<file path="src/rtl/adc_level_mon_pkg.sv">
// Shared widths, full-scale codes and snapshot record for the ADC level monitor.
package kiwi_lvl_pkg;

    localparam int unsigned DATA_W = 14;
    localparam int unsigned WIN_W  = 24;
    localparam int unsigned CNT_W  = 16;

    // Two's complement full-scale codes at the default sample width.
    localparam logic [DATA_W-1:0] FS_POS = {1'b0, {(DATA_W-1){1'b1}}};
    localparam logic [DATA_W-1:0] FS_NEG = {1'b1, {(DATA_W-1){1'b0}}};

    typedef struct packed {
        logic [DATA_W-1:0]       peak_abs;
        logic [DATA_W+WIN_W-1:0] dc_sum;
        logic [CNT_W-1:0]        clip_cnt;
        logic [CNT_W-1:0]        ovfl_cnt;
    } lvl_snap_t;

endpackage

</file>
<file path="src/rtl/adc_level_mon_sat_ctr.sv">
// Saturating event counter with synchronous clear and increment enable.
// o_cnt_inc exposes the value including the current increment so a caller
// can capture it on the same edge that clears the counter.
module lvl_sat_ctr
#(
    parameter int unsigned CNT_W = 16
) (
    input  logic             i_clk,
    input  logic             i_rst_n,
    input  logic             i_clr,
    input  logic             i_inc,
    output logic [CNT_W-1:0] o_cnt,
    output logic [CNT_W-1:0] o_cnt_inc
);
    import kiwi_lvl_pkg::*;

    logic [CNT_W-1:0] r_cnt;

    // Next value with the increment applied, sticking at all-ones.
    always_comb begin
        o_cnt_inc = r_cnt;
        if (i_inc && (r_cnt != '1)) begin
            o_cnt_inc = r_cnt + 1'b1;
        end
    end

    // Count register; clear wins over increment.
    always_ff @(posedge i_clk) begin
        if (!i_rst_n || i_clr) begin
            r_cnt <= '0;
        end else begin
            r_cnt <= o_cnt_inc;
        end
    end

    assign o_cnt = r_cnt;

endmodule

</file>
<file path="src/rtl/adc_level_mon.sv">
// Per-window ADC level monitor: peak |sample|, DC sum, clip and overflow
// counts over a programmable number of counted samples, published as a
// snapshot with a one-cycle valid pulse and a toggle.
module adc_level_mon
#(
    parameter int unsigned DATA_W = kiwi_lvl_pkg::DATA_W,
    parameter int unsigned WIN_W  = kiwi_lvl_pkg::WIN_W,
    parameter int unsigned CNT_W  = kiwi_lvl_pkg::CNT_W
) (
    input  logic                    adc_clk,
    input  logic                    rst_n,
    input  logic [DATA_W-1:0]       adc_data,
    input  logic                    adc_ovfl,
    input  logic                    en,
    input  logic                    restart,
    input  logic [WIN_W-1:0]        win_len,
    output logic [DATA_W-1:0]       peak_abs,
    output logic [DATA_W+WIN_W-1:0] dc_sum,
    output logic [CNT_W-1:0]        clip_cnt,
    output logic [CNT_W-1:0]        ovfl_cnt,
    output logic                    snap_valid,
    output logic                    snap_toggle
);
    import kiwi_lvl_pkg::*;

    localparam int unsigned SUM_W = DATA_W + WIN_W;
    localparam logic [DATA_W-1:0] L_FS_POS = {1'b0, {(DATA_W-1){1'b1}}};
    localparam logic [DATA_W-1:0] L_FS_NEG = {1'b1, {(DATA_W-1){1'b0}}};

    logic [DATA_W-1:0] r_peak;
    logic [SUM_W-1:0]  r_sum;
    logic [WIN_W-1:0]  r_n;
    logic [WIN_W-1:0]  r_len;
    logic              r_first;

    logic              w_count;
    logic              w_end;
    logic              w_clip_inc;
    logic              w_ovfl_inc;
    logic              w_ctr_clr;
    logic [WIN_W-1:0]  w_len_in;
    logic [WIN_W-1:0]  w_len_cur;
    logic [DATA_W-1:0] w_abs;
    logic [DATA_W-1:0] w_peak_nxt;
    logic [SUM_W-1:0]  w_sum_nxt;
    logic [CNT_W-1:0]  w_clip_q;
    logic [CNT_W-1:0]  w_clip_nxt;
    logic [CNT_W-1:0]  w_ovfl_q;
    logic [CNT_W-1:0]  w_ovfl_nxt;

    // Window control and next working values for the current sample.
    // r_first marks the first edge after reset: the latched length is still
    // the reset value 1, so the live win_len is used directly for that cycle.
    always_comb begin
        w_len_in   = (win_len == '0) ? {{(WIN_W-1){1'b0}}, 1'b1} : win_len;
        w_len_cur  = r_first ? w_len_in : r_len;
        w_count    = en & ~restart;
        w_end      = w_count & (r_n == (w_len_cur - 1'b1));
        w_abs      = adc_data[DATA_W-1] ? (~adc_data + 1'b1) : adc_data;
        w_peak_nxt = (w_abs > r_peak) ? w_abs : r_peak;
        w_sum_nxt  = r_sum + {{WIN_W{adc_data[DATA_W-1]}}, adc_data};
        w_clip_inc = w_count & ((adc_data == L_FS_POS) | (adc_data == L_FS_NEG));
        w_ovfl_inc = w_count & adc_ovfl;
        w_ctr_clr  = restart | w_end;
    end

    lvl_sat_ctr #(.CNT_W(CNT_W)) u_clip_ctr (
        .i_clk     (adc_clk),
        .i_rst_n   (rst_n),
        .i_clr     (w_ctr_clr),
        .i_inc     (w_clip_inc),
        .o_cnt     (w_clip_q),
        .o_cnt_inc (w_clip_nxt)
    );

    lvl_sat_ctr #(.CNT_W(CNT_W)) u_ovfl_ctr (
        .i_clk     (adc_clk),
        .i_rst_n   (rst_n),
        .i_clr     (w_ctr_clr),
        .i_inc     (w_ovfl_inc),
        .o_cnt     (w_ovfl_q),
        .o_cnt_inc (w_ovfl_nxt)
    );

    // Working-set accumulation, window length latch and snapshot publication.
    always_ff @(posedge adc_clk) begin
        if (!rst_n) begin
            r_peak      <= '0;
            r_sum       <= '0;
            r_n         <= '0;
            r_len       <= {{(WIN_W-1){1'b0}}, 1'b1};
            r_first     <= 1'b1;
            peak_abs    <= '0;
            dc_sum      <= '0;
            clip_cnt    <= '0;
            ovfl_cnt    <= '0;
            snap_valid  <= 1'b0;
            snap_toggle <= 1'b0;
        end else begin
            r_first    <= 1'b0;
            snap_valid <= 1'b0;
            if (restart) begin
                r_peak <= '0;
                r_sum  <= '0;
                r_n    <= '0;
                r_len  <= w_len_in;
            end else if (w_end) begin
                peak_abs    <= w_peak_nxt;
                dc_sum      <= w_sum_nxt;
                clip_cnt    <= w_clip_nxt;
                ovfl_cnt    <= w_ovfl_nxt;
                snap_valid  <= 1'b1;
                snap_toggle <= ~snap_toggle;
                r_peak      <= '0;
                r_sum       <= '0;
                r_n         <= '0;
                r_len       <= w_len_in;
            end else begin
                r_len <= w_len_cur;
                if (w_count) begin
                    r_peak <= w_peak_nxt;
                    r_sum  <= w_sum_nxt;
                    r_n    <= r_n + 1'b1;
                end
            end
        end
    end

    // Working counter values are only observed through the snapshot path.
    logic w_unused;
    assign w_unused = ^{w_clip_q, w_ovfl_q};

endmodule

</file>
<file path="config.mk">
export PLATFORM = sky130hd
export DESIGN_NAME = adc_level_mon
export DESIGN_NICKNAME = d
export VERILOG_FILES = /design/src/rtl/adc_level_mon_pkg.sv /design/src/rtl/adc_level_mon_sat_ctr.sv /design/src/rtl/adc_level_mon.sv
export SDC_FILE = /design/constraint.sdc
export NUM_CORES = 1
export LEC_CHECK = 0
export CAP_MARGIN = 40
export CORE_MARGIN = 4
export CORE_UTILIZATION = 30
export CTS_BUF_LIST = sky130_fd_sc_hd__clkbuf_4 sky130_fd_sc_hd__clkbuf_8
export CTS_CLUSTER_SIZE = 28
export DETAILED_ROUTE_END_ITERATION = 8
export PLACE_DENSITY = 0.55
export SKIP_CTS_REPAIR_TIMING = 1
export SLEW_MARGIN = 30
export SYNTH_ARGS = -nofsm -noshare
export SYNTH_HDL_FRONTEND = slang
export SYNTH_HIERARCHICAL = 1
export SYNTH_SLANG_ARGS = --single-unit
</file>
<file path="constraint.sdc">
create_clock -name adc_clk -period 5.1 [get_ports adc_clk]
set_input_delay 1.275 -clock adc_clk [delete_from_list [all_inputs] [get_ports adc_clk]]
set_output_delay 1.275 -clock adc_clk [all_outputs]
set_load 0.01 [all_outputs]
</file>
======== Word level (Yosys, flattened, before mapping) ========
Index checks and enable logic that the tools add are counted.
cells by class
  bitwise logic cells ..................... 10
  multiplexer cells ....................... 10
  div/mod/pow operators ................... 0
  magnitude comparators ................... 1
  eq/ne operators ......................... 5
  shifts and indexed selects .............. 0
  add/subtract/negate cells ............... 6
  reductions and logical operators ........ 8
  multiply operators ...................... 0
operator list
  cell                   count
  $mux 24                4
  $add 38x38->38         1
  $add 16x1->16 const B  2
  $mux 16                2
  $ne 16x16->1 const B   2
  $mux 14                2
  $add 24x1->24 const B  1
  $eq 24x24->1           1
  $logic_not 24->1       1
  $sub 24x1->24 const B  1
  $add 14x1->14 const B  1
  $eq 14x13->1 const B   1
  $eq 14x14->1 const B   1
  $gt 14x14->1           1
  $not 14->14            1
  $and 1x1->1            4
  $not 1->1              3
  $reduce_or 3->1        1
  $logic_and 1x1->1      2
  $mux 1                 2
  $or 1x1->1             2
  $reduce_and 2->1       1
  $reduce_or 2->1        1
  $logic_not 1->1        1
  $logic_or 1x1->1       1
storage, ports and cells
  output and inout port bits .............. 86
  bits in read-only memories .............. 0
  bits in writable memories ............... 0
  bits in latches ......................... 0
  input bits .............................. 43
  memories kept ........................... 0
  logic and storage cells ................. 53
  register bits ........................... 219

======== Longest topological paths before layout ========
Gate-level depths: netlist of run 1.
  depth in word-level cells ............... 8
  mapped depth ............................ 21
  gate-level depth less buffers ........... 17

======== By module ========
Netlist of run 1, hierarchy kept.
modules (own cells, without submodules)
  module         seq. area each (µm²)  instances  area an instance (µm²)  cells an instance
  adc_level_mon  3,743.6               1          10,583.9                1,256
  lvl_sat_ctr    320.3                 2          868.3                   104

======== Worst setup path after synthesis of run 1 ========
Ideal clock, no wire load.
  path kind ............................... input -> register
  start point ............................. in win_len[16]
  end point ............................... reg u_clip_ctr.r_cnt[14], in the netlist u_clip_ctr/o_cnt[14]
  setup time .............................. 0.134 ns
  slack ................................... 0.661 ns
  data arrival time ....................... 4.305 ns
  stages on the path ...................... 18
  path through ............................ nor4_1 nand4_1 nor2_1 a21oi_1 ha_1 o21ai_1 nor3_1 nor3_1 a31oi_1 nor4_1 nand4_1 nor4b_2 buf_4 nor2_4 inv_1 nand2b_1 clkbuf_1 a211oi_1
on the way
  word-level cells in the longest chain between the ends .. 8
ends and longest elaborated chain
  element               line                         RTL
  from (decl)           adc_level_mon.sv:16          input logic [WIN_W-1:0] win_len,
  $logic_not 24->1      adc_level_mon.sv:55          w_len_in = (win_len == '0) ? {{(WIN_W-1){1'b0}}, 1'b1} : win_len;
  $mux 24 *             adc_level_mon.sv:55
  $mux 24 *             adc_level_mon.sv:56          w_len_cur = r_first ? w_len_in : r_len;
  $sub 24x1->24 *       adc_level_mon.sv:58          w_end = w_count & (r_n == (w_len_cur - 1'b1));
  $eq 24x24->1 *        adc_level_mon.sv:58
  $and 1x1->1 *         adc_level_mon.sv:58
  $or 1x1->1 *          adc_level_mon.sv:64          w_ctr_clr = restart | w_end;
  via w_ctr_clr         adc_level_mon.sv:40          logic w_ctr_clr;
  $logic_or 1x1->1 *    adc_level_mon_sat_ctr.sv:29  if (!i_rst_n || i_clr) begin
  to (signal assigned)  adc_level_mon_sat_ctr.sv:32  r_cnt <= o_cnt_inc;
  to (decl)             adc_level_mon_sat_ctr.sv:17  logic [CNT_W-1:0] r_cnt;
The timed path passes the listed nets; every way through them passes the cells marked *.
A chain may end at the register's enable or synchronous reset.

======== Final worst setup path of run 1 ========
  start point ............................. in win_len[18]
  end point ............................... reg dc_sum[8]
on the way
  word-level cells in the longest chain between the ends .. 7
ends and longest elaborated chain
  element                       line                  RTL
  $logic_not 24->1              adc_level_mon.sv:55
  $mux 24 *                     adc_level_mon.sv:55
  $mux 24 *                     adc_level_mon.sv:56
  $sub 24x1->24 *               adc_level_mon.sv:58
  $eq 24x24->1 *                adc_level_mon.sv:58
  $and 1x1->1 *                 adc_level_mon.sv:58
  $reduce_and 2->1 (no line) *  --
  to (signal assigned)          adc_level_mon.sv:109  dc_sum <= w_sum_nxt;
  to (decl)                     adc_level_mon.sv:18   output logic [DATA_W+WIN_W-1:0] dc_sum,
Every way passes the cells marked *; elsewhere a longest branch is shown, timed or not.

==> out/metrics.yaml, run 1 <==
max_slew_margin: 0.5268
syn-cell-area_mm2: 0.01232
grt_pass1_vias: 10640
setup_violations: 0
finalSetupTns_ns: 0
synth-edff-count: 0
crit_arrival_ns: 4.99
cts_inserted_buffers: 43
worstSkewPairLatency_ns: 0.57
floorplan.die.width_um: 210.7
initial_utilization: 0.3066
cpMaxStageDelayCell: "clkdlybuf4s50_1"
dr.pass1.iters: 5
cts.sinks: 219
crit_path_end_kind: "register"
grt_max_degree: 64
syn-instance-count: 1464
crit_chain: "clkdlybuf4s50_1 > nor4_1 > buf_4 > nand4_1 > nor2_1 > a21oi_1 > ha_1 > o21ai_1 > nor4_1 > buf_4 > nor3b_2 > and3_1 > a22o_1 > nand4_1 > buf_4 > nor4b_4 > buf_4 > buf_4 > mux2i_1 > nor2_1"
yosys-top-cells-count: "nor2_1 (230), dfxtp_1 (219), nand2_1 (134), a21oi_1 (117), mux2i_1 (110)"
fin_area_mm2: 0.01541
drc: 0
status: "completed"
cap_viol_max_count: 0
crit_top_cell: "buf_4"
place_hpwl_um: 24410
drive_gt1_frac: 0.1047
wl_per_cell_um: 15.21
whs_ns: 0.4585
yosys.area.top_type: "dfxtp_1"
grt_usage: 0.1488
r2r_start: "r_first"
io_pins: 129
power_mw: 4.209
overflow: 0
crit_path_max_incr_delay_ns: 0.49
endpoint: "dc_sum[8]"
rows: 73
reg2reg_depth: 17
powerDensity_mw_per_mm2: 273.1
max_clock_freq_mhz: 219.2
diodes: 0
critPathLaunch: "win_len[18]"
routed-via-count: 10790
leakage_nw: 5.819
synth_nets: 1565
dieArea_mm2: 0.04438
synth_area_leaders: "dfxtp_1 (36%), mux2i_1 (8.9%), nor2_1 (7.0%), ha_1 (5.8%), xnor2_1 (4.8%)"
ir_drop_v: 0.0001986
cts_root_buffer: "clkbuf_8"
synth-async-reset-ratio: 0
synth-seq-cells: 219
synth.top_cell.area_share: 0.3558
core_area_mm2: 0.04019
syn2layout_area_growth_pct: 25.10
timing_worst_slew_pin_value_ns: 0.7034
hold_path.class: "register to register"
rsz0062_at_grt: "no"
port_buffers: 128
antenna_found_initial: 0
via_per_inst: 4.909
cp_max_fo: 17
clk_pin_slew_ns: 0.05
min_period_over_period: 0.8944
period_minus_slack_ns: 4.561
final_net_count: 1746
ys_seq_area_frac: 0.3558
syn_avg_cell_area_um2: 8.416
post-route-util: 0.3835
maxSlewViolCount: 0
die_h_um: 210.7
clk_path_buf_depth: 3
routabilityCongestion: 0.8521
ant_nets: 0
yosysMostFrequentCell: "nor2_1"
r2r_setup_slack_ns: 1.14
required_ns: 5.53
dpl_cell_area_mm2: 0.01446
synthDistinctLibCells: 78
critPathKind: "input port to register"
synthFlopType: "dfxtp_1"
start_kind: "input port"
tritoncts: "done"
worstReg2RegEnd: "dc_sum[8]"
cts_max_level: 2
dr.first_iter.drc_count: 504
wirelength_um: 33420
finalHoldViolations: 0
yosysWarnings: 6
fin_skew_ns: 0.01874
grt_pass1_wl_um: 54870
## power by group
| group | total (mW) | internal [mW] | switching [mW] |
|---|---|---|---|
| combinational | 0.518 | 0.215 | 0.303 |
| clock | 1.93 | 1.17 | 0.764 |
| sequential | 1.76 | 1.74 | 0.0198 |
| total | 4.21 | 3.12 | 1.09 |
## worst max-delay path, delay by kind of cell
| kind | cells | cell delay [ns] |
|---|---|---|
| AOI/OAI and AO/OA | 3 | 0.46 |
| buffers and inverters | 6 | 1.47 |
| muxes | 1 | 0.23 |
| and+or+nand+nor | 9 | 1.34 |
| adders and majority gates | 1 | 0.20 |
## registers in the layout (all words and copies together) (netlist names)
register and cells:
clip_cnt 16, r_peak 14, peak_abs 14, u_ovfl_ctr/o_cnt 16
snap_valid 1, dc_sum 38, ovfl_cnt 16, r_n 24
r_sum 38, r_first 1, snap_toggle 1, r_len 24
u_clip_ctr/o_cnt 16
## per-stage QoR
step,instances,setup slack [ns]
after floorplan,1464,0.6609
after global placement,2122,-0.07847
after detailed placement,2122,-0.05744
after CTS,2194,0.5249
after global routing,2197,0.2136
final,2197,0.5387
## cell usage in the layout (no fill, tap or decap), types with 34 or more instances in the layout
cell type | netlist | final
inv_1 | 34 | 34
mux2i_1 | 110 | 110
xor2_1 | 44 | 44
buf_4 | 6 | 62
nor2_1 | 230 | 230
dfxtp_1 | 219 | 218
xnor2_1 | 67 | 67
clkbuf_8 | 0 | 53
a21oi_1 | 117 | 117
o21ai_0 | 37 | 37
nand2_1 | 134 | 134
ha_1 | 57 | 57
a211oi_1 | 40 | 40
clkdlybuf4s50_1 | 0 | 128
nor3_1 | 35 | 35
## how the worst min path moves through the flow
stage,start,to,depth (start not counted)
2_1_floorplan,r_sum[29],r_sum[29],2
3_3_place_gp,r_sum[5],r_sum[5],2
3_5_place_dp,r_sum[36],r_sum[36],2
4_1_cts,r_sum[5],r_sum[5],2
5_1_grt,r_sum[19],r_sum[19],2
6_report,r_sum[8],r_sum[8],2
## cell type report
cell class | instances | area (um^2)
multi-input combinational | 1147 | 7421
clock inverter | 7 | 115.1
inverter | 35 | 133.9
clock buffer | 65 | 819.5
sequential | 219 | 4385
timing repair buffer | 199 | 1882
fill | 4124 | 24780
tap | 525 | 656.9
## per-layer routing
metal | track usage | wire, um
met5 | 0 | 0
met4 | 0.05164 | 826
met3 | 0.02881 | 1429
met2 | 0.2375 | 14800
met1 | 0.2021 | 16360
## cell families after synthesis
group,synth area share
AOI/OAI and AO/OA,0.1520
xor gates and xnor gates,0.07891
adders and majority gates,0.05951
buffers and inverters,0.04316
DFF,0.3558
muxes,0.09302
and+or+nand+nor,0.2175
(Power assumes the default switching activity.)
==> run 2: changes to the inputs <==
--- a/config.mk
+++ b/config.mk
@@ -16,5 +16,4 @@
 export SLEW_MARGIN = 30
 export SYNTH_ARGS = -nofsm -noshare
 export SYNTH_HDL_FRONTEND = slang
-export SYNTH_HIERARCHICAL = 1
 export SYNTH_SLANG_ARGS = --single-unit
==> constraint.sdc (replaced) <==
create_clock -name adc_clk -period 4.3 [get_ports adc_clk]
set_input_delay 1.075 -clock adc_clk [delete_from_list [all_inputs] [get_ports adc_clk]]
set_output_delay 1.075 -clock adc_clk [all_outputs]
set_load 0.01 [all_outputs]
==> run 2 against run 1 <==
Total power grew 21%. Utilization grew 2.6 points. Largest power group unchanged. Clock power grew 15%. Synthesized area grew 2.9%. Cell count grew 6.8%. Worst hold slack lost 0.00091 ns. Setup slack lost 0.59 ns. Flip-flop and latch count is the same. The run now ends with setup timing left. Critical endpoint is now peak_abs[5]. Largest cell class unchanged. Count of clock-buffer cells in the layout shrank 1. Non-clock buffer count grew 94. Critical path depth grew 1.
==> out/metrics.yaml, run 2 <==
status: "finished, violations left"
violations: "setup timing"
floorplan.die.width_um: 213.6
via_per_inst: 5.044
syn-cell-area_mm2: 0.01268
diodes: 0
die_h_um: 213.6
ys_seq_area_frac: 0.3458
synth_nets: 1621
layout_common_cells: "dfxtp_1 (218), nor2_1 (191), nand2_1 (179)"
synth.top_cell.area_share: 0.3458
wirelength_um: 38680
grt_max_degree: 57
maxSlewViolCount: 0
leakage_nw: 6.459
synth-async-reset-ratio: 0
syn_avg_cell_area_um2: 8.342
max_clock_freq_mhz: 229.6
r2r_start: "r_first"
cap_viol_max_count: 0
finalHoldViolations: 0
grt_pass1_wl_um: 58840
yosysWarnings: 0
io_pins: 129
clk_pin_slew_ns: 0.06
min_delay_worst_endpoint: "r_sum[14]"
reg_top3: "dc_sum (38), r_sum (38)"
dr.pass1.iters: 6
timing_worst_slew_pin_value_ns: 1.090
min_period_over_period: 1.013
required_ns: 4.76
place_inst: 2256
overflow: 0
core_area_mm2: 0.04185
rows: 75
cts_root_buffer: "clkbuf_8"
initial_utilization: 0.3030
post-route-util: 0.4095
period_minus_slack_ns: 4.355
rsz0062_at_grt: "yes"
worstReg2RegEnd: "peak_abs[5]"
clk_path_buf_depth: 3
drive_gt1_frac: 0.2096
synthFlopType: "dfxtp_1"
cts_inserted_buffers: 41
worstHoldStart: "r_sum[14]"
crit_arrival_ns: 4.81
powerDensity_mw_per_mm2: 297.8
critPathKind: "input port to register"
whs_ns: 0.4576
cts_max_level: 2
yosys-top-cells-count: "dfxtp_1 (219), nor2_1 (198), nand2_1 (179), a21oi_1 (105), mux2i_1 (79)"
grt_usage: 0.1581
power_mw: 5.103
layout_commonest_cell: "dfxtp_1"
hold_path.class: "register to register"
start_kind: "input port"
port_buffers: 128
r2r_setup_slack_ns: 0.31
fin_area_mm2: 0.01714
crit_path_end_kind: "register"
hold_path_depth: 2
fin_skew_ns: 0.03541
dpl_cell_area_mm2: 0.01550
synth-edff-count: 0
max_slew_margin: 0.2548
tritoncts: "done"
yosysMostFrequentCell: "dfxtp_1"
synthDistinctLibCells: 78
setup_violations: 47
syn2layout_area_growth_pct: 35.16
worstSkewPairLatency_ns: 0.59
dieArea_mm2: 0.04562
syn-instance-count: 1520
fill_cells: 4185
synth-seq-cells: 219
antenna_found_initial: 0
yosys.area.top_type: "dfxtp_1"
routed-via-count: 11840
drc: 0
cts.sinks: 219
ir_drop_v: 0.0002164
routabilityCongestion: 0.8745
grt_pass1_vias: 11330
place_hpwl_um: 27050
cp_max_fo: 5
final_net_count: 1884
layout_setup_ws_ns: -0.05491
reg2reg_depth: 17
wl_per_cell_um: 16.48
synth_area_leaders: "dfxtp_1 (35%), mux2i_1 (6.2%), nor2_1 (5.9%), ha_1 (5.6%), nand2_1 (5.3%)"
dr.first_iter.drc_count: 617
final_cells: 2347
ant_nets: 0
-- run 2: metrics by stage --
| step | setup TNS (ns) | setup WS [ns] |
|---|---|---|
| after floorplan | -10.16 | -0.1353 |
| after global routing | -15.36 | -0.1797 |
| after detailed placement | -247.39 | -1.302 |
| after global placement | -241.77 | -1.271 |
| final | -0.6985 | -0.05491 |
| after CTS | -112.66 | -0.6683 |
-- run 2: worst max-delay path by stage --
stage / start / endpoint / slack [ns] / cells past startpoint
floorplan: win_len[6] / dc_sum[33] / -0.14 / 17
global placement: win_len[20] / r_len[16] / -1.27 / 16
detailed placement: win_len[20] / dc_sum[0] / -1.30 / 18
CTS: win_len[15] / dc_sum[0] / -0.67 / 18
global route: win_len[4] / dc_sum[0] / -0.18 / 20
finish: win_len[22] / peak_abs[5] / -0.05 / 21
-- run 2: power by group --
part / total, mW / internal, mW / switching, mW
combinational: 0.791 / 0.358 / 0.432
clock: 2.22 / 1.32 / 0.908
sequential: 2.09 / 2.06 / 0.0261
-- run 2: cell type report --
type	count	area [um^2]	share of cell area
timing repair buffer	293	2970	0.1733
multi-input combinational	1191	8075	0.4712
sequential	219	4385	0.2559
inverter	37	141.4	0.008250
tap	539	674.4	0.03935
clock inverter	4	72.57	0.004235
clock buffer	64	818.3	0.04775
-- run 2: metal layers --
metal  share of wire  global-route usage
met1            0.47              0.2146
met2            0.46              0.2559
met3           0.049             0.03058
met4           0.023             0.04833
met5               0                   0
-- run 2: cell families (layout without fill, tap and decap cells) --
kind of cell / after synthesis / count (layout) / synth area share
flops: 219 / 219 / 0.3458
mux: 98 / 98 / 0.07924
fa+ha+maj: 58 / 58 / 0.05782
compound gates: 299 / 299 / 0.1661
buf+inv: 110 / 398 / 0.04322
simple gates: 623 / 623 / 0.2298
xor+xnor: 113 / 113 / 0.07805
-- run 2: worst max-delay path, cell delays in order --
cell and delay [ns]:
buf_8 0.09, nor4_4 0.04, and4_4 0.20, a21oi_4 0.15
a21o_1 0.16, ha_2 0.19, or4b_4 0.48, a222oi_1 0.29
buf_4 0.19, buf_6 0.11, buf_6 0.10, nand3_1 0.09
xnor2_1 0.19, nand4_1 0.15, nor4_2 0.30, and4_4 0.36
buf_12 0.13, clkbuf_16 0.16, buf_8 0.11, mux2i_2 0.20
nor2_1 0.05
==> run 3: changes to the inputs <==
--- a/config.mk
+++ b/config.mk
@@ -12,6 +12,7 @@
 export CTS_CLUSTER_SIZE = 28
 export DETAILED_ROUTE_END_ITERATION = 8
 export PLACE_DENSITY = 0.55
+export RECOVER_POWER = 100
 export SKIP_CTS_REPAIR_TIMING = 1
 export SLEW_MARGIN = 30
 export SYNTH_ARGS = -nofsm -noshare
==> run 3 against run 2 <==
The flow still finishes with violations (setup timing). Highest routed layer unchanged. Largest cell class unchanged. Clock skew increased by 0.0028 ns. First-iteration DRC count up 2.4%. Total power about the same. Setup slack lost 0.031 ns. Count of clock-buffer cells in the layout unchanged. Critical path depth unchanged. Utilization is the same. Cell area unchanged. Clock power about the same.
==> out/metrics.yaml, run 3 (synthesized netlist as in run 2, its figures left out) <==
drive_gt1_frac: 0.2096
grt_pass1_vias: 11330
grt_max_degree: 57
rows: 75
cts_root_buffer: "clkbuf_8"
rsz0062_at_grt: "yes"
leakage_nw: 6.768
layout_setup_ws_ns: -0.08628
pwr-share-seq: 0.409
core_area_mm2: 0.04185
die_h_um: 213.6
required_ns: 4.76
dieArea_mm2: 0.04562
crit_path_end_kind: "register"
dr.first_iter.drc_count: 632
diodes: 0
overflow: 0
met3_usage: 0.03058
crit_path_max_incr_delay_ns: 0.48
min_period_over_period: 1.020
met1_usage: 0.2146
antenna_found_initial: 0
routabilityCongestion: 0.8745
reg2reg_depth: 17
busiest_layer: "met2"
ir_drop_v: 0.0002164
port_buffers: 128
r2r_start: "r_first"
grt_pass1_wl_um: 58840
fin_skew_ns: 0.03817
power_frac_comb: 0.155
dr.pass1.iters: 6
timing_worst_slew_pin_value_ns: 1.091
cpMaxStageDelayCell: "or4b_4"
place_hpwl_um: 27050
hold_path.class: "register to register"
final_cells: 2347
floorplan.die.width_um: 213.6
p_switching_mw: 1.364
crit_family: "simple AND/OR/NAND/NOR gates"
whs_ns: 0.4552
status: "finished, violations left"
clk_path_buf_depth: 3
max_clock_freq_mhz: 228.0
crit_buf_inv: 7
r2r_setup_slack_ns: 0.27
critPathKind: "input port to register"
io_pins: 129
place_inst: 2256
layout_common_cells: "dfxtp_1 (218), nor2_1 (191), nand2_1 (179)"
initial_utilization: 0.3030
tritoncts: "done"
fill_cells: 4185
wirelength_um: 38670
hold_path_depth: 2
max_slew_margin: 0.2540
cts_inserted_buffers: 41
grt_usage: 0.1581
ant_nets: 0
violations: "setup timing"
crit_arrival_ns: 4.84
drc: 0
min_delay_worst_endpoint: "dc_sum[36]"
switching_share: 0.2675
finalHoldViolations: 0
cap_viol_max_count: 0
routed-via-count: 11830
reg_top3: "dc_sum (38), r_sum (38)"
clk_pin_slew_ns: 0.06
syn2layout_area_growth_pct: 35.16
period_minus_slack_ns: 4.386
powerDensity_mw_per_mm2: 297.6
final_net_count: 1884
clkPwrFrac: 0.436
worstSkewPairLatency_ns: 0.60
worstReg2RegEnd: "peak_abs[5]"
start_kind: "input port"
cts_max_level: 2
critPathLaunch: "win_len[22]"
maxSlewViolCount: 0
wl_per_cell_um: 16.48
finalSetupTns_ns: -2.521
via_per_inst: 5.041
intPower_mw: 3.736
crit_chain: "buf_8 > nor4_4 > and4_4 > a21oi_4 > a21o_1 > ha_2 > or4b_4 > a222oi_1 > buf_4 > buf_6 > buf_6 > nand3_1 > xnor2_1 > nand4_1 > nor4_2 > and4_4 > buf_12 > clkbuf_16 > buf_8 > mux2i_2 > nor2_1"
worstHoldStart: "dc_sum[36]"
layout_commonest_cell: "dfxtp_1"
setup_violations: 75
use_met2: 0.2559
cp_max_fo: 5
cts.sinks: 219
## run 3: changes by cell type in the layout (fill, tap and decap cells not counted), sizes merged
| cell | delta |
|---|---|
| clkdlybuf4s50 | -86 |
| dlygate4sd3 | +86 |
## run 3: metal layers
layer  up-vias  wire, um
met5         -         0
met4         0       882
met3        62      1898
met2       269     17600
met1      5550     18290
li1       5950         -
## run 3: how the worst max path moves through the flow
stage / end / slack [ns] / depth (start not counted)
finish: peak_abs[5] / -0.09 / 21
global route: dc_sum[0] / -0.18 / 20
CTS: dc_sum[0] / -0.67 / 18
detailed placement: dc_sum[0] / -1.30 / 18
global placement: r_len[16] / -1.27 / 16
floorplan: dc_sum[33] / -0.14 / 17
## run 3: area by class of cell
class                   instances  area (um^2)  share of cell area
flip-flops and latches        219         4385              0.2559
repair buffers                293         2970              0.1733
inverters                      37        141.4            0.008250
clock buffers                  64        818.3             0.04775
multi-input cells            1191         8075              0.4712
clock inverters                 4        72.57            0.004235
well taps                     539        674.4             0.03935
## run 3: power groups by stage
stage                     Sequential, mW  Combinational, mW  Clock, mW
final                               2.09              0.791       2.22
after CTS                           2.09              0.733       2.31
after global placement              2.13              0.720          0
after floorplan                     2.12              0.439          0
after detailed placement            2.13              0.729          0
after global routing                2.09              0.865       2.40
## run 3: worst register-to-register path: cells and delay by family, from the launching register on
kind	cells	cell delay (ns)
AO/OA/AOI/OAI	1	0.29
AND/OR/NAND/NOR	6	1.45
adder cells (fa/ha/maj)	1	0.23
multiplexers	2	0.48
buffers and inverters	6	0.81
XOR/XNOR	1	0.19
flip-flops	1	0.47
## run 3: per-stage QoR
step	area [um^2]	utilization	power [mW]	setup WS, ns
2_1_floorplan	12760	-	2.560	-0.1353
3_3_place_gp	15490	0.3700	2.850	-1.271
3_5_place_dp	15500	0.3704	2.859	-1.302
4_1_cts	16390	0.3917	5.125	-0.6683
5_1_grt	17140	0.4095	5.359	-0.1797
6_report	17140	0.4095	5.101	-0.08628
==> edit (flow settings as in run 1) <==
Change the package constant `DATA_W` from 14 to 12.
--- a/src/rtl/adc_level_mon_pkg.sv
+++ b/src/rtl/adc_level_mon_pkg.sv
@@ -2,5 +2,5 @@
 package kiwi_lvl_pkg;
 
-    localparam int unsigned DATA_W = 14;
+    localparam int unsigned DATA_W = 12;
     localparam int unsigned WIN_W  = 24;
     localparam int unsigned CNT_W  = 16;
Interface: changed (resized adc_data, dc_sum and peak_abs); port bits go from 129 to 123. The function was not compared with the original's and may differ.
==> edit against run 1 <==
- sequential share of layout area decreased by 0.84 points
- largest cell class unchanged
- combinational power increased by 3%
- total power decreased by 4.1%
- wire length increased by 3.2%
- critical endpoint is now r_sum[25]
- maximum frequency decreased by 6.9%
- clock skew increased by 0.0068 ns
- sequential cell count decreased by 8
- global-route usage increased by 0.35 points
- highest routed layer unchanged
- via count increased by 1.1%
- area after synthesis decreased by 1.8%
- design area decreased by 0.71%
- register-to-register slack got worse by 0.52 ns
- setup slack got worse by 0.34 ns
==> edit: results (changes against run 1) <==
| Item | This run | Change |
| --- | --- | --- |
| DPL Wire Length | 25.1 mm | +2.8% |
| Wire length on met1 | 16.9 mm | +3.1% |
| Status | completed |  |
| Number of multi-input combinational cells | 1115 | -2.8% |
| Inverters excl. clock | 49 | +40% |
| Startpoint of the worst setup timing path | win_len[0] |  |
| Detailed-routed wire length on met3 | 1.83 mm | +28% |
| Synthesized net count | 1532 | -2.1% |
| Clk network pwr share | 44.7% | -1.2 points |
| Buffers excl. clock | 206 | +3.5% |
| Number of antenna violations at the first check in global routing | 0 | unchanged |
| Sequential share of the synthesized area | 34.9% | -0.68 points |
| Worst path arrival time | 5.31 ns | +0.32 ns |
| Post-synth top cells | dfxtp_1 (211), nor2_1 (202), nand2_1 (125), mux2i_1 (122), a21oi_1 (92) |  |
| CTS buffer count | 42 | -2.3% |
| Data buffer area share | 12.9% | +0.66 points |
| Worst-path maximum fanout | 21 | +4 |
| Hold wc startpoint | r_sum[19] |  |
| Routed length on met2 | 15.1 mm | +1.8% |
| Static leakage | 5.78 nW | -0.68% |
| All-Layer GR Usage | 15.2% | +0.35 points |
| Final non-filler cell total | 2174 | -1.0% |
| Met2 layer usage reported by global route | 23.5% | -0.26 points |
| Total Nets Final | 1720 | -1.5% |
| Global-route wire length before repair | 55.0 mm | +0.30% |
| Switching power | 0.00107 W | -1.3% |
| Destination of the worst hold path | r_sum[19] |  |
| Maximum vdd ir drop | 0.190 mV | -4.3% |
| Reg2Reg Setup Slack | 0.62 ns | -0.52 ns |
| #FFs+latches synth | 211 | -3.7% |
| Proportion of cell area occupied by multi-input gates | 48.5% | +0.33 points |
| Pin slew with the least headroom to its limit | 0.686 ns | -0.0178 ns |
| Pin count of the biggest net entering global routing | 50 | -22% |
| Distinct cell type count after synthesis | 70 | -10% |
| Average via count per standard cell | 5.02 | +2.2% |
| Clkbuf count | 59 | -9.2% |
| Number of instances in the synthesized netlist | 1437 | -1.8% |
| Clock buf/inv share | 5.55% | -0.51 points |
| Fraction of standard cell area that is sequential | 27.6% | -0.84 points |
| Max incr delay on CP | 0.57 ns | +0.08 ns |
| Placed cells | 2102 | -0.94% |
| Routed wire length per instance | 15.9 um | +4.3% |
| Length in cells of the worst reg-to-reg path | 13 | -4 |
| Routing usage on met3 | 3.72% | +0.84 points |
| Grt met1 use | 21.4% | +1.2 points |
| Fill cells | 4118 | -0.15% |
| Via count of the first global-routing pass | 10200 | -3.8% |
edit: changes by cell type after synthesis, sizes merged, moves of 12 or more:
cell | before | now
nor2 | 231 | 202
a21oi | 118 | 92
a211oi | 41 | 20
a21o | 10 | 30
nand4 | 22 | 41
inv | 35 | 49
mux2i | 110 | 122
edit: cells by family (layout without fill, tap and decap cells):
family                     Yosys count  after routing  share of synthesized area [%]
AOI/OAI and AO/OA                  268            268                           14.4
DFF                                211            211                           34.9
and+or+nand+nor                    563            563                           22.7
buffers and inverters              111            323                           4.32
xor gates and xnor gates           103            103                           7.46
adders and majority gates           54             54                           5.65
muxes                              127            127                           10.6
edit: worst max-delay path, delay by kind of cell:
kind,cells,cell delay (ns)
buf+inv,5,1.13
simple gates,8,1.93
compound gates,5,0.78
fa+ha+maj,1,0.20
edit: through the flow:
step | setup slack, ns | power [W] | hold slack (ns) | instance area [sq um] | utilization (%)
after detailed placement | -0.558 | 0.00225 | 0.453 | 14400 | 36.1
final | 0.202 | 0.00403 | 0.459 | 15300 | 38.4
after CTS | 0.0650 | 0.00410 | 0.461 | 15200 | 38.2
after floorplan | 0.195 | 0.00206 | 0.436 | 12100 | -
after global routing | 0.00982 | 0.00424 | 0.476 | 15300 | 38.4
after global placement | -0.487 | 0.00225 | 0.447 | 14400 | 36.1
edit: how the worst max path moves through the flow:
stage	slack, ns	cells after the start	to
detailed placement	-0.56	18	ovfl_cnt[4]
finish	0.20	19	r_sum[25]
global route	0.01	19	r_sum[28]
CTS	0.06	19	u_clip_ctr/o_cnt[10]
global placement	-0.49	19	u_clip_ctr/o_cnt[0]
floorplan	0.19	18	u_clip_ctr/o_cnt[14]
